### config.mk
export PLATFORM = sky130hd
export DESIGN_NAME = jtframe_keymap
export DESIGN_NICKNAME = d
export VERILOG_FILES = /design/src/rtl/jtframe_keymap.sv
export SDC_FILE = /design/constraint.sdc
export NUM_CORES = 1
export LEC_CHECK = 0
export BUFFER_PORTS_ARGS = -buffer_cell sky130_fd_sc_hd__clkbuf_2
export CORE_ASPECT_RATIO = 1.4
export CORE_MARGIN = 8
export CORE_UTILIZATION = 45
export DETAILED_ROUTE_END_ITERATION = 7
export GPL_TIMING_DRIVEN = 0
export HOLD_SLACK_MARGIN = 0.08
export MAX_ROUTING_LAYER = met4
export SYNTH_ARGS = -nofsm -noshare
export SYNTH_HDL_FRONTEND = slang
export SYNTH_SLANG_ARGS = --single-unit
### constraint.sdc
create_clock -name clk -period 3.61 [get_ports clk]
set_clock_uncertainty 0.2 [all_clocks]
set_input_delay 0.5415 -clock clk [delete_from_list [all_inputs] [get_ports clk]]
set_output_delay 0.5415 -clock clk [all_outputs]
set_load 0.01 [all_outputs]
### src/rtl/jtframe_keymap.sv
// PS/2 keyboard front-end: bit receiver, scan-code parser and arcade key map.
// Optional macro JTFRAME_KEYMAP_PAUSE_TOGGLE_EN makes key_pause toggle on each press.
module jtframe_keymap #(
   parameter int          PLAYERS = 2,
   parameter int          BUTTONS = 4,
   parameter logic [15:0] TIMEOUT = 16'd48000
)(
   input  logic                            clk,
   input  logic                            rst_n,
   input  logic                            ps2_clk,
   input  logic                            ps2_data,
   output logic [PLAYERS*(4+BUTTONS)-1:0]  key_joy,
   output logic [PLAYERS-1:0]              key_coin,
   output logic [PLAYERS-1:0]              key_start,
   output logic                            key_service,
   output logic                            key_reset,
   output logic                            key_pause,
   output logic [7:0]                      rx_byte,
   output logic                            rx_valid,
   output logic                            rx_err,
   output logic [2:0]                      dbg_state
);

   localparam int W  = 4 + BUTTONS;
   localparam int JW = PLAYERS * W;

   typedef enum logic [2:0] {IDLE, EXT, REL, EXTREL, SKIP} st_t;

   logic [2:0]  clk_s, dat_s;
   logic [3:0]  bit_cnt;
   logic [9:0]  sreg;
   logic [15:0] to_cnt;
   logic        fall;

   st_t         st, st_nx;
   logic [2:0]  skip_cnt, skip_nx;
   logic        dec, clr, ext, rel;
   int          jp, jn, cp, sp;
   logic [2:0]  sys_hit;
   logic [JW-1:0]      joy_mask;
   logic [PLAYERS-1:0] coin_mask, start_mask;

   assign fall      = clk_s[2] & ~clk_s[1];
   assign dbg_state = st;

   // rx_valid/rx_err are single-cycle strobes without back-pressure: a consumer
   // must take rx_byte in the very cycle rx_valid is high.
   always_ff @(posedge clk or negedge rst_n) begin
      if (!rst_n) begin
         clk_s    <= 3'b000;
         dat_s    <= 3'b000;
         bit_cnt  <= 4'd0;
         sreg     <= 10'd0;
         to_cnt   <= 16'd0;
         rx_byte  <= 8'h00;
         rx_valid <= 1'b0;
         rx_err   <= 1'b0;
      end else begin
         clk_s    <= {clk_s[1:0], ps2_clk};
         dat_s    <= {dat_s[1:0], ps2_data};
         rx_valid <= 1'b0;
         rx_err   <= 1'b0;
         if (fall) begin
            to_cnt <= 16'd0;
            if (bit_cnt == 4'd10) begin
               bit_cnt <= 4'd0;
               // sreg holds {parity, data[7:0], start}; dat_s[1] is the stop bit
               if (!sreg[0] && (^sreg[9:1]) && dat_s[1]) begin
                  rx_valid <= 1'b1;
                  rx_byte  <= sreg[8:1];
               end else begin
                  rx_err <= 1'b1;
               end
            end else begin
               sreg    <= {dat_s[1], sreg[9:1]};
               bit_cnt <= bit_cnt + 4'd1;
            end
         end else if (bit_cnt != 4'd0) begin
            if (to_cnt >= TIMEOUT - 16'd1) begin
               bit_cnt <= 4'd0;
               to_cnt  <= 16'd0;
               rx_err  <= 1'b1;
            end else begin
               to_cnt <= to_cnt + 16'd1;
            end
         end
      end
   end

   always_ff @(posedge clk or negedge rst_n) begin
      if (!rst_n) begin
         st       <= IDLE;
         skip_cnt <= 3'd0;
      end else begin
         st       <= st_nx;
         skip_cnt <= skip_nx;
      end
   end

   always_comb begin
      st_nx   = st;
      skip_nx = skip_cnt;
      dec     = 1'b0;
      clr     = 1'b0;
      ext     = (st == EXT) || (st == EXTREL);
      rel     = (st == REL) || (st == EXTREL);
      if (rx_err) begin
         st_nx   = IDLE;
         skip_nx = 3'd0;
      end else if (rx_valid) begin
         if (st == SKIP) begin
            skip_nx = skip_cnt - 3'd1;
            if (skip_cnt == 3'd1) st_nx = IDLE;
         end else if (rx_byte == 8'hAA || rx_byte == 8'h00 || rx_byte == 8'hFF) begin
            clr   = 1'b1;
            st_nx = IDLE;
         end else if (rx_byte == 8'hE1) begin
            st_nx   = SKIP;
            skip_nx = 3'd7;
         end else if (rx_byte == 8'hE0 && st == IDLE) begin
            st_nx = EXT;
         end else if (rx_byte == 8'hF0 && st == IDLE) begin
            st_nx = REL;
         end else if (rx_byte == 8'hF0 && st == EXT) begin
            st_nx = EXTREL;
         end else begin
            dec   = 1'b1;
            st_nx = IDLE;
         end
      end
   end

   // Key map: jp/jn select player and joystick bit, cp/sp coin/start player
   always_comb begin
      jp = -1; jn = 0; cp = -1; sp = -1;
      sys_hit = 3'b000;
      case ({ext, rx_byte})
         9'h174: begin jp = 0; jn = 0; end
         9'h16B: begin jp = 0; jn = 1; end
         9'h172: begin jp = 0; jn = 2; end
         9'h175: begin jp = 0; jn = 3; end
         9'h014: begin jp = 0; jn = 4; end
         9'h011: begin jp = 0; jn = 5; end
         9'h029: begin jp = 0; jn = 6; end
         9'h012: begin jp = 0; jn = 7; end
         9'h034: begin jp = 1; jn = 0; end
         9'h023: begin jp = 1; jn = 1; end
         9'h02B: begin jp = 1; jn = 2; end
         9'h02D: begin jp = 1; jn = 3; end
         9'h01C: begin jp = 1; jn = 4; end
         9'h01B: begin jp = 1; jn = 5; end
         9'h015: begin jp = 1; jn = 6; end
         9'h01D: begin jp = 1; jn = 7; end
         9'h04B: begin jp = 2; jn = 0; end
         9'h03B: begin jp = 2; jn = 1; end
         9'h042: begin jp = 2; jn = 2; end
         9'h043: begin jp = 2; jn = 3; end
         9'h05A: begin jp = 2; jn = 4; end
         9'h059: begin jp = 2; jn = 5; end
         9'h044: begin jp = 2; jn = 6; end
         9'h04D: begin jp = 2; jn = 7; end
         9'h02E: cp = 0;
         9'h036: cp = 1;
         9'h03D: cp = 2;
         9'h016, 9'h005: sp = 0;
         9'h01E, 9'h006: sp = 1;
         9'h026: sp = 2;
         9'h046: sys_hit = 3'b001;
         9'h004: sys_hit = 3'b010;
         9'h00C: sys_hit = 3'b100;
         default: ;
      endcase
      joy_mask   = '0;
      coin_mask  = '0;
      start_mask = '0;
      if (jp >= 0 && jp < PLAYERS && jn < W) joy_mask = JW'(1) << (jp * W + jn);
      if (cp >= 0 && cp < PLAYERS) coin_mask  = PLAYERS'(1) << cp;
      if (sp >= 0 && sp < PLAYERS) start_mask = PLAYERS'(1) << sp;
   end

   always_ff @(posedge clk or negedge rst_n) begin
      if (!rst_n) begin
         key_joy     <= '0;
         key_coin    <= '0;
         key_start   <= '0;
         key_service <= 1'b0;
         key_reset   <= 1'b0;
         key_pause   <= 1'b0;
      end else if (clr) begin
         key_joy     <= '0;
         key_coin    <= '0;
         key_start   <= '0;
         key_service <= 1'b0;
         key_reset   <= 1'b0;
         key_pause   <= 1'b0;
      end else if (dec) begin
         key_joy   <= rel ? (key_joy & ~joy_mask)     : (key_joy | joy_mask);
         key_coin  <= rel ? (key_coin & ~coin_mask)   : (key_coin | coin_mask);
         key_start <= rel ? (key_start & ~start_mask) : (key_start | start_mask);
         if (sys_hit[0]) key_service <= !rel;
         if (sys_hit[1]) key_reset   <= !rel;
`ifdef JTFRAME_KEYMAP_PAUSE_TOGGLE_EN
         if (sys_hit[2] && !rel) key_pause <= !key_pause;
`else
         if (sys_hit[2]) key_pause <= !rel;
`endif
      end
   end

endmodule

# Yosys cells after proc, flatten, opt, wreduce, memory -nomap -nowiden
# Index checks and enable logic that the tools add are counted.
# word_totals
ff_bits,74
latch_bits,0
ramBits,0
mem_bits_ro,0
input_bits,4
output_inout_bits,36
wordCells,205
n_memories,0
# op_classes
n_addsub,4
n_mul,0
div,0
n_lt_le_gt_ge,8
eq_ne,48
shifts,3
n_mux,67
n_bitwise,12
n_reduce_logical,47
# op_table
operator,n
one-hot mux 32 bit (3 select lines),3
two-way mux 16 bit,7
greater-or-equal comparator 32 x 1 -> 1 bit (second input constant),3
less-than comparator 32 x 3 -> 1 bit (second input constant),3
equality test 9 x 6 -> 1 bit (second input constant),10
equality test 9 x 5 -> 1 bit (second input constant),9
equality test 9 x 7 -> 1 bit (second input constant),8
left shift 1 x 32 -> 2 bit (first input constant),2
equality test 8 bit (second input constant),5
equality test 9 bit (second input constant),4
two-way mux 3 bit,11
adder 32 bit,1
less-than comparator 32 x 5 -> 1 bit (second input constant),1
left shift 1 x 32 -> 16 bit (first input constant),1
two-way mux 1 bit,29
equality test 9 x 3 -> 1 bit (second input constant),3
OR reduction 8 bit,3
two-way mux 2 bit,11
one-hot mux 3 bit (7 select lines),1
OR reduction 3 bit,7
adder 16 x 1 -> 16 bit (second input constant),1
AND 16 bit,1
greater-or-equal comparator 16 bit (second input constant),1
two-way mux 4 bit,4
29 further kinds,60

# Depth between registers and ports, before layout
# Gate-level depths: netlist of run 1.
# depth
depth_word,14
depth_mapped,8
ltp_nobuf,7

# Worst setup path before layout of run 1
# No wires, ideal clock.
# synth_path
path_type,flip-flop to flip-flop
start,reg rx_byte[0]
end,reg key_coin[0]
setup_ns,0.121
arrival_ns,2.228
required_ns,3.289
slack_ns,1.061
stages_incl_launch_ff,8
n_path_buf,2
period_less_slack_ns,2.549
cell_sequence,dfrtp_1 > buf_2 > or4_4 > or3_4 > o311a_4 > and2_4 > buf_6 > a22o_1
# synth_via
elab_chain_cells,11
elab_cells_between_ends,39
cone_classes,2 x order compare; 8 x eq/ne; 1 x shift; 17 x mux; 3 x bitwise; 8 x reduce/logical
# synth_rtl
element,line,rtl
from (decl),18,"output logic [7:0] rx_byte,"
from (signal assigned),70,rx_byte <= sreg[8:1];
"parallel branches: the longest is 11 deep, another holds greater-or-equal comparator 32 x 1 -> 1 bit",-,
to (signal assigned),198,key_coin <= rel ? (key_coin & ~coin_mask) : (key_coin | coin_mask);
to (decl),13,"output logic [PLAYERS-1:0] key_coin,"
# Parallel ways; which one is timed is not known. The select of a mux whose other input is x is not followed.
# A chain may end at the register's enable or synchronous reset.

# Worst setup path after layout of run 1
# layout_path
start,reg to_cnt[0]
end,reg to_cnt[7]
# layout_via
elab_chain_cells,4
elab_cells_between_ends,5
cone_classes,1 x add/sub; 1 x order compare; 3 x mux
# layout_rtl
element,line,rtl
from (decl),32,logic [15:0] to_cnt;
from (signal assigned),84,to_cnt <= to_cnt + 16'd1;
adder 16 x 1 -> 16 bit / greater-or-equal comparator 16 bit (equally long branches),"84, 79",
two-way mux 16 bit (*),79,if (to_cnt >= TIMEOUT - 16'd1) begin
two-way mux 16 bit (*),78,end else if (bit_cnt != 4'd0) begin
two-way mux 16 bit (*),63,if (fall) begin
# Every way passes the cells marked *; elsewhere a longest branch is shown, timed or not. The select of a mux whose other input is x is not followed.

==> results.txt, run 1 <==
root buffer cell -> clkbuf_16
CP Launch Type -> flip-flop
CTS Buffer Depth -> 2
critical path startpoint -> to_cnt[0]
WS Path Type -> flip-flop to flip-flop
routed len/inst -> 16.22 um
Syn Nets -> 410
DIE AREA -> 0.01169 mm2
Clock Latency Late Sink -> 0.34 ns
DRT Wirelength -> 9068 um
CP Data Arrival Time -> 2.91 ns
Max Cap Violations -> 0
clock sink count -> 74
vias in the first global route -> 3,138
Row Count -> 39
area growth from synthesis to layout -> 17.80%
minimum clock period -> 2.849 ns
share of layout cells above drive strength 1 -> 15.54%
Post-Syn Area -> 0.003804 mm2
GRT Resource Usage Total -> 16.84%
Final Max Tran Viols -> 0
most common cell after layout, fill and taps aside -> dfrtp_1
Pleak -> 2.043 nW
Max Freq -> 351.0 MHz
router iterations before antenna repair -> 4
global-route wire length before repair -> 15,500 um
Synth Warn # -> 0
routed vias/inst -> 5.639
status -> finished clean
Post-CTS Setup Inserts -> 0
hold path cells -> 1
required time of the critical path -> 3.67 ns
Post-Synthesis Cells -> 400
share of flip-flops with an asynchronous set or reset -> 100.0%
remaining antenna violation count -> 0
Die Wd -> 93.70 um
share of the clock period used by the worst path -> 78.91%
number of synthesized flops with an enable pin -> 0
Max transition margin -> 42.55%
Post-route DRC -> 0
initial antenna violation count -> 0
commonest non-fill, non-tap cells in the layout -> 74 x dfrtp_1, 55 x nand2_1, 38 x clkbuf_2
reg2reg path depth -> 8
number of buffers added on ports -> 39
Finish-stage setup viols -> 0
DP Wirelength -> 6569 um
die height -> 124.8 um
Power, Total -> 2.532 mW
unrepaired setup endpoints after global routing -> no
grt ovf -> 0
PwrDens -> 565.2 mW/mm2
CTS tree -> built
num ports -> 40
Synth Register Bits -> 74
n_diodes -> 0
fill count -> 752
1st-iter DRT viols -> 118
CP endpoint kind -> flip-flop
Worst VDD drop -> 0.3795 mV
register area share after synthesis -> 48.68%
CTS H-tree depth -> 3
final hold violation count -> 0
core area -> 0.008198 mm2
Reg-to-Reg Start -> to_cnt[0]
fin util -> 54.66%
Hold Crit Class -> primary input to flip-flop
dominant synthesized flop cell -> dfrtp_1
HP Start -> ps2_clk
final net count -> 462
maximum number of pins on one net before global-route repair -> 54
GPL Wtd Cong -> 0.8537
number of distinct library cells after synthesis -> 51
TritonCTS Buffers -> 9
Syn Area/Cell -> 9.509 um2
Initial Util -> 46.40%
Crit Path Max Fanout -> 10
clock-pin slew on the worst setup and hold paths -> 0.05 ns
Worst-Margin Slew -> 0.8498 ns
via count -> 3,152
setup_tns -> 0 ns
==> registers in the layout (all words and copies together) (netlist names), 2 cells and up <==
| signal | flops |
|---|---|
| dbg_state | 3 |
| rx_byte | 8 |
| bit_cnt | 4 |
| key_start | 2 |
| skip_cnt | 3 |
| clk_s | 3 |
| sreg | 10 |
| dat_s | 2 |
| to_cnt | 16 |
| key_coin | 2 |
| key_joy | 16 |
==> layout make-up <==
class                           instances  area (um2)  area share, %
Buffer                                 19       87.58          1.955
Clock buffer                           14       254.0          5.669
Clock inverter                          2       60.06          1.340
Inverter                               14       52.55          1.173
Multi-Input combinational cell        293        1812          40.44
Sequential cell                        74        1852          41.33
Tap cell                              102       127.6          2.848
Timing Repair Buffer                   41       235.2          5.250
==> kinds of logic after synthesis <==
kind of cell	Yosys count	share of synthesized area, %
simple gates	166	22.27
compound gates	101	17.86
flops	74	48.68
buf+inv	33	3.684
xor+xnor	11	2.895
mux	9	2.632
fa+ha+maj	6	1.974
==> worst paths after layout <==
check                          endpoint  slack [ns]
hold / removal                 clk_s[0]        0.11
setup reg to reg              to_cnt[7]        0.76
min in group asynchronous  dbg_state[1]        0.48
setup / recovery              to_cnt[7]        0.76
hold reg to reg                clk_s[1]        0.15
max in group asynchronous   key_joy[10]        2.16
==> stage by stage <==
step                      worst slack [ns]  std cells  hold WS (ns)  instance area, um2
after detailed placement            0.7737        542        0.1371                4156
after floorplan                      1.061        400       0.04591                3804
after CTS                           0.7565        559        0.1009                4481
final                               0.7613        559        0.1081                4481
after global routing                0.5251        559       0.09977                4481
after global placement              0.7842        541        0.1339                4126
==> Yosys cell counts, drive strengths merged, types with 2 or more instances <==
cell type / n / area, um2
buf: 3 / 27.52
or3: 3 / 23.77
o21ai: 34 / 170.2
a41oi: 3 / 26.28
a211o: 2 / 17.52
xnor2: 6 / 52.55
and2: 4 / 27.53
nor2: 25 / 93.84
a31oi: 13 / 81.33
clkbuf: 16 / 60.06
nand3: 15 / 75.07
dfrtp: 74 / 1852
nor4: 7 / 43.79
inv: 14 / 52.55
nand2: 55 / 206.5
and3: 5 / 31.28
a31o: 2 / 17.52
and4: 3 / 26.28
nor3b: 4 / 30.03
or4: 2 / 18.77
mux2: 8 / 90.09
nand4: 5 / 31.28
nor2b: 6 / 37.54
nand3b: 3 / 22.52
nand2b: 8 / 50.05
nor3: 15 / 80.08
a221oi: 2 / 17.52
ha: 6 / 75.07
o2bb2ai: 10 / 87.58
a22o: 15 / 131.4
xor2: 4 / 35.03
a21oi: 15 / 75.07
==> power by group <==
part           total, mW  internal [mW]  switching [mW]  leakage (nW)
Combinational      0.555          0.223           0.332         0.888
Clock              0.950          0.625           0.325         0.151
Sequential          1.03          0.923           0.104          1.00
==> metal layers <==
metal  global-route usage, %  vias up  share of wire (%)
met5                       -        -                  0
met4                   8.341        0                2.5
met3                   3.800       20                4.3
met2                   26.87       66                 51
met1                   19.24     1516                 42
li1                        -     1550                  -
==> repair_timing <==
item,4_1_cts,5_1_grt
hold endpoints to repair,21,0
resized for setup,0,0
hold buffers,1,0
==> worst max-delay path, stage by stage, from the launching register on <==
cell,delay (ns)
dfrtp_1,0.43
ha_1,0.23
and3_1,0.18
clkbuf_1,0.19
a21o_1,0.23
a21oi_1,0.51
clkbuf_1,0.45
o21ai_0,0.16
a31oi_1,0.19
(Power assumes the default switching activity.)
==> run 2: changes to the inputs <==
==> constraint.sdc (replaced) <==
create_clock -name clk -period 2.9 [get_ports clk]
set_clock_uncertainty 0.2 [all_clocks]
set_input_delay 0.435 -clock clk [delete_from_list [all_inputs] [get_ports clk]]
set_output_delay 0.435 -clock clk [all_outputs]
set_load 0.01 [all_outputs]
==> results.txt, run 2 (synthesis results as in run 1) <==
commonest non-fill, non-tap cells in the layout -> 74 x dfrtp_1, 55 x nand2_1, 41 x clkbuf_2
share of the clock period used by the worst path -> 92.51% (+14 points)
global-route wire length before repair -> 15,500 um (about the same)
DRT Wirelength -> 9050 um (-0.20%)
status -> finished clean
Cell Area, Placed -> 0.004156 mm2 (unchanged)
Initial Util -> 46.40% (unchanged)
fill count -> 752 (unchanged)
Largest regs -> key_joy: 16 flops, to_cnt: 16 flops, sreg: 10 flops
routed len/inst -> 16.13 um (-0.55%)
Hold Slack -> 0.1475 ns (+0.03940 ns)
clock sink count -> 74 (unchanged)
core area -> 0.008198 mm2 (unchanged)
Final Max Tran Viols -> 0 (unchanged)
Finish-stage setup viols -> 0 (unchanged)
Max Cap Violations -> 0 (unchanged)
Finished Layout Cells -> 561 (+0.36%)
via count -> 3,175 (+0.73%)
TritonCTS Buffers -> 9 (unchanged)
initial antenna violation count -> 0 (unchanged)
root buffer cell -> clkbuf_16
CTS tree -> built
maximum number of pins on one net before global-route repair -> 54 (unchanged)
Worst-Margin Slew -> 0.8521 ns (+0.002368 ns)
CTS H-tree depth -> 3 (unchanged)
num ports -> 40 (unchanged)
pre-CTS WS -> 0.06366 ns (-0.7100 ns)
Die Wd -> 93.70 um (unchanged)
GRT Resource Usage Total -> 16.84% (unchanged)
Crit Path Max Fanout -> 10 (unchanged)
most common cell after layout, fill and taps aside -> dfrtp_1
die height -> 124.8 um (unchanged)
Clock Latency Late Sink -> 0.34 ns (about the same)
Worst VDD drop -> 0.4687 mV (+24%)
DP Wirelength -> 6569 um (unchanged)
DIE AREA -> 0.01169 mm2 (unchanged)
unrepaired setup endpoints after global routing -> no
Design Area, Final -> 0.004522 mm2 (+0.92%)
vias in the first global route -> 3,144 (+0.19%)
Max transition margin -> 42.39% (-0.16 points)
WS Path Type -> flip-flop to flip-flop
clock-pin slew on the worst setup and hold paths -> 0.06 ns (about the same)
area growth from synthesis to layout -> 18.88%
n_diodes -> 0 (unchanged)
minimum clock period -> 2.683 ns (-0.1660 ns)
CP Data Arrival Time -> 2.71 ns (-0.20 ns)
CP endpoint kind -> flip-flop
PwrDens -> 699.5 mW/mm2 (+24%)
share of layout cells above drive strength 1 -> 16.78% (+1.2 points)
Hold Crit Class -> flip-flop to flip-flop
remaining antenna violation count -> 0 (unchanged)
1st-iter DRT viols -> 130 (+10%)
Max Freq -> 372.8 MHz (+6.2%)
Power, Total -> 3.163 mW (+25%)
fin util -> 55.16% (+0.50 points)
CP Launch Type -> flip-flop
Row Count -> 39 (unchanged)
Inst Count DP -> 542 (unchanged)
final worst slack -> 0.2173 ns (-0.5440 ns)
Post-route DRC -> 0 (unchanged)
final net count -> 464 (+0.43%)
Post-CTS Setup Inserts -> 0 (unchanged)
router iterations before antenna repair -> 4 (unchanged)
CTS Buffer Depth -> 2 (unchanged)
Pleak -> 2.063 nW (+0.98%)
final hold violation count -> 0 (unchanged)
setup_tns -> 0 ns (unchanged)
grt ovf -> 0 (unchanged)
required time of the critical path -> 2.92 ns (-0.75 ns)
GPL Wtd Cong -> 0.8537 (unchanged)
routed vias/inst -> 5.660 (+0.37%)
number of buffers added on ports -> 39 (unchanged)
[run 2: cell types whose count changed in the layout (fill, tap and decap cells not counted), sizes merged]
cell / change
dlygate4sd3: +2
[run 2: critical path: stages, from the launching register on]
cell and delay [ns]:
dfrtp_1 0.41, clkbuf_1 0.22, or4b_1 0.64, or3_1 0.43, o311a_4 0.17, and2_4 0.15
buf_6 0.13, a22o_1 0.21
[run 2: per-layer routing]
layer	vias up	share of wire, %	routed length, um	track usage [%]
met5	-	0	0	-
li1	1561	-	-	-
met2	58	52	4738	26.87
met4	0	2.6	238	8.341
met1	1540	41	3687	19.24
met3	16	4.3	385	3.800
[run 2: cell type report]
class | instances | area [um2] | area share (%)
Buffer | 19 | 91.34 | 2.020
Tap cell | 102 | 127.6 | 2.822
Timing Repair Buffer | 43 | 255.2 | 5.645
Clock buffer | 14 | 254.0 | 5.617
Inverter | 14 | 52.55 | 1.162
Clock inverter | 2 | 60.06 | 1.328
Sequential cell | 74 | 1852 | 40.95
Multi-Input combinational cell | 293 | 1829 | 40.45
[run 2: what timing repair did]
action / CTS / global route
gates resized for setup: 0 / 9
hold endpoints to repair: 23 / 0
hold buffers: 3 / 0
endpoints found under the setup margin: 0 / 28
[run 2: path summary, 6_finish.rpt]
path / slack, ns / from / cells past startpoint / endpoint
worst max register to register: 0.22 / rx_byte[2] / 7 / key_joy[11]
max in group asynchronous: 1.57 / rst_n / 3 / to_cnt[10]
worst max-delay path: 0.22 / rx_byte[2] / 7 / key_joy[11]
worst min register to register: 0.15 / clk_s[0] / 0 / clk_s[1]
min in group asynchronous: 0.37 / rst_n / 2 / dbg_state[1]
worst min-delay path: 0.15 / clk_s[0] / 0 / clk_s[1]
[run 2: where the power goes]
part	leakage [nW]	total, mW	switching [mW]	internal [mW]
Sequential	1.00	1.28	0.129	1.15
Clock	0.151	1.18	0.405	0.778
Combinational	0.908	0.702	0.418	0.284
Total	2.06	3.16	0.952	2.21
==> run 3: changes to the inputs <==
--- a/config.mk
+++ b/config.mk
@@ -8,11 +8,12 @@
 export BUFFER_PORTS_ARGS = -buffer_cell sky130_fd_sc_hd__clkbuf_2
 export CORE_ASPECT_RATIO = 1.4
 export CORE_MARGIN = 8
-export CORE_UTILIZATION = 45
+export CORE_UTILIZATION = 50
 export DETAILED_ROUTE_END_ITERATION = 7
 export GPL_TIMING_DRIVEN = 0
 export HOLD_SLACK_MARGIN = 0.08
 export MAX_ROUTING_LAYER = met4
+export PLACE_DENSITY = 0.7
 export SYNTH_ARGS = -nofsm -noshare
 export SYNTH_HDL_FRONTEND = slang
 export SYNTH_SLANG_ARGS = --single-unit
==> constraint.sdc (replaced) <==
create_clock -name clk -period 2.9 [get_ports clk]
set_clock_uncertainty 0.2 [all_clocks]
set_input_delay 0.145 -clock clk [delete_from_list [all_inputs] [get_ports clk]]
set_output_delay 0.145 -clock clk [all_outputs]
set_load 0.01 [all_outputs]
==> results.txt, run 3 (synthesis results as in run 1) <==
Worst VDD drop -> 0.4775 mV (+1.9%)
DIE AREA -> 0.01069 mm2 (-8.5%)
Hold Crit Class -> primary input to asynchronous set/reset pin
final net count -> 465 (+0.22%)
clock sink count -> 74 (unchanged)
share of the clock period used by the worst path -> 93.23% (+0.72 points)
Largest regs -> key_joy: 16 flops, to_cnt: 16 flops, sreg: 10 flops
Final Max Tran Viols -> 0 (unchanged)
GRT Resource Usage Total -> 16.41% (-0.43 points)
fin util -> 59.56% (+4.4 points)
CP endpoint kind -> flip-flop
Post-route DRC -> 0 (unchanged)
minimum clock period -> 2.704 ns (+0.02099 ns)
Finish-stage setup viols -> 0 (unchanged)
initial antenna violation count -> 0 (unchanged)
final hold violation count -> 0 (unchanged)
1st-iter DRT viols -> 120 (-7.7%)
routed vias/inst -> 5.684 (+0.43%)
Initial Util -> 51.67% (+5.3 points)
n_diodes -> 0 (unchanged)
root buffer cell -> clkbuf_8
maximum number of pins on one net before global-route repair -> 54 (unchanged)
CTS Buffer Depth -> 2 (unchanged)
routed len/inst -> 15.24 um (-5.5%)
CP Data Arrival Time -> 2.73 ns (+0.02 ns)
Max Freq -> 369.9 MHz (-0.78%)
Max transition margin -> 38.79% (-3.6 points)
status -> finished clean
Pleak -> 2.004 nW (-2.8%)
Hold Slack -> 0.1509 ns (+0.003440 ns)
Die Wd -> 89.72 um (-4.3%)
Power, Total -> 2.706 mW (-14%)
GPL Wtd Cong -> 0.8634 (+1.1%)
fill count -> 639 (-15%)
global-route wire length before repair -> 14,280 um (-7.9%)
required time of the critical path -> 2.93 ns (about the same)
TritonCTS Buffers -> 9 (unchanged)
commonest non-fill, non-tap cells in the layout -> 74 x dfrtp_1, 55 x nand2_1, 39 x clkbuf_2
vias in the first global route -> 3,135 (-0.29%)
via count -> 3,166 (-0.28%)
area growth from synthesis to layout -> 15.26%
CP Launch Type -> flip-flop
DRT Wirelength -> 8489 um (-6.2%)
Design Area, Final -> 0.004384 mm2 (-3.0%)
setup_tns -> 0 ns (unchanged)
CTS tree -> built
Max Cap Violations -> 0 (unchanged)
grt ovf -> 0 (unchanged)
clock-pin slew on the worst setup and hold paths -> 0.08 ns (+0.02 ns)
share of layout cells above drive strength 1 -> 16.52% (-0.25 points)
Row Count -> 37 (-5.1%)
reg2reg setup slack -> 0.20 ns (-0.02 ns)
most common cell after layout, fill and taps aside -> dfrtp_1
number of buffers added on ports -> 39 (unchanged)
router iterations before antenna repair -> 4 (unchanged)
num ports -> 40 (unchanged)
Cell Area, Placed -> 0.004150 mm2 (-0.15%)
remaining antenna violation count -> 0 (unchanged)
PwrDens -> 617.2 mW/mm2 (-12%)
Clock Latency Late Sink -> 0.34 ns (about the same)
core area -> 0.007361 mm2 (-10%)
DP Wirelength -> 6253 um (-4.8%)
Worst-Margin Slew -> 0.9151 ns (+0.06293 ns)
Crit Path Max Fanout -> 10 (unchanged)
CTS H-tree depth -> 3 (unchanged)
die height -> 119.2 um (-4.5%)
WS Path Type -> flip-flop to flip-flop
Post-CTS Setup Inserts -> 0 (unchanged)
unrepaired setup endpoints after global routing -> no
## run 3: what timing repair did
action / in CTS / in global routing
resized for setup: 0 / 4
hold buffers: 4 / 0
endpoints found under the setup margin: 0 / 10
hold endpoints to repair: 76 / 0
## run 3: layout make-up
| class | count | area, um2 | area share (%) |
|---|---|---|---|
| plain buffers | 19 | 88.84 | 2.026 |
| clock buffers | 14 | 172.7 | 3.938 |
| clock inverters | 2 | 10.01 | 0.2283 |
| inverters | 14 | 52.55 | 1.199 |
| multi-input cells | 293 | 1822 | 41.55 |
| flip-flops and latches | 74 | 1852 | 42.24 |
| well taps | 97 | 121.4 | 2.768 |
| repair buffers | 44 | 265.3 | 6.050 |
## run 3: layer usage
layer / GRT usage, % / up-vias / wire (um)
li1: - / 1554 / -
met1: 16.77 / 1522 / 3528
met2: 28.67 / 76 / 4400
met3: 4.588 / 14 / 400
met4: 7.226 / 0 / 159
met5: - / - / 0
## run 3: worst max-delay path: stages (launching register included)
cell and delay [ns]:
dfrtp_1 0.37, clkbuf_1 0.40, nand4_1 0.16, o32ai_1 0.47
o21a_1 0.29, clkbuf_1 0.32, o21ai_0 0.17, a22o_1 0.20
## run 3: stage by stage
step | instances | worst slack (ns)
final | 557 | 0.1963
after global routing | 557 | 0.006291
after CTS | 557 | 0.1070
after detailed placement | 537 | 0.1292
after global placement | 536 | 0.1265
after floorplan | 400 | 0.3506
## run 3: final timing paths
| check | startpoint | endpoint | cells past startpoint |
|---|---|---|---|
| min in group clk | dat_s[0] | dat_s[1] | 0 |
| hold reg to reg | dat_s[0] | dat_s[1] | 0 |
| setup / recovery | rx_byte[4] | key_start[1] | 7 |
| hold / removal | rst_n | skip_cnt[1] | 3 |
| setup reg to reg | rx_byte[4] | key_start[1] | 7 |
| max in group asynchronous | rst_n | key_joy[14] | 3 |
## run 3: where the power goes
group	internal, mW	switching (mW)
Combinational	0.282	0.409
Clock	0.379	0.355
Sequential	1.15	0.134
Total	1.81	0.898
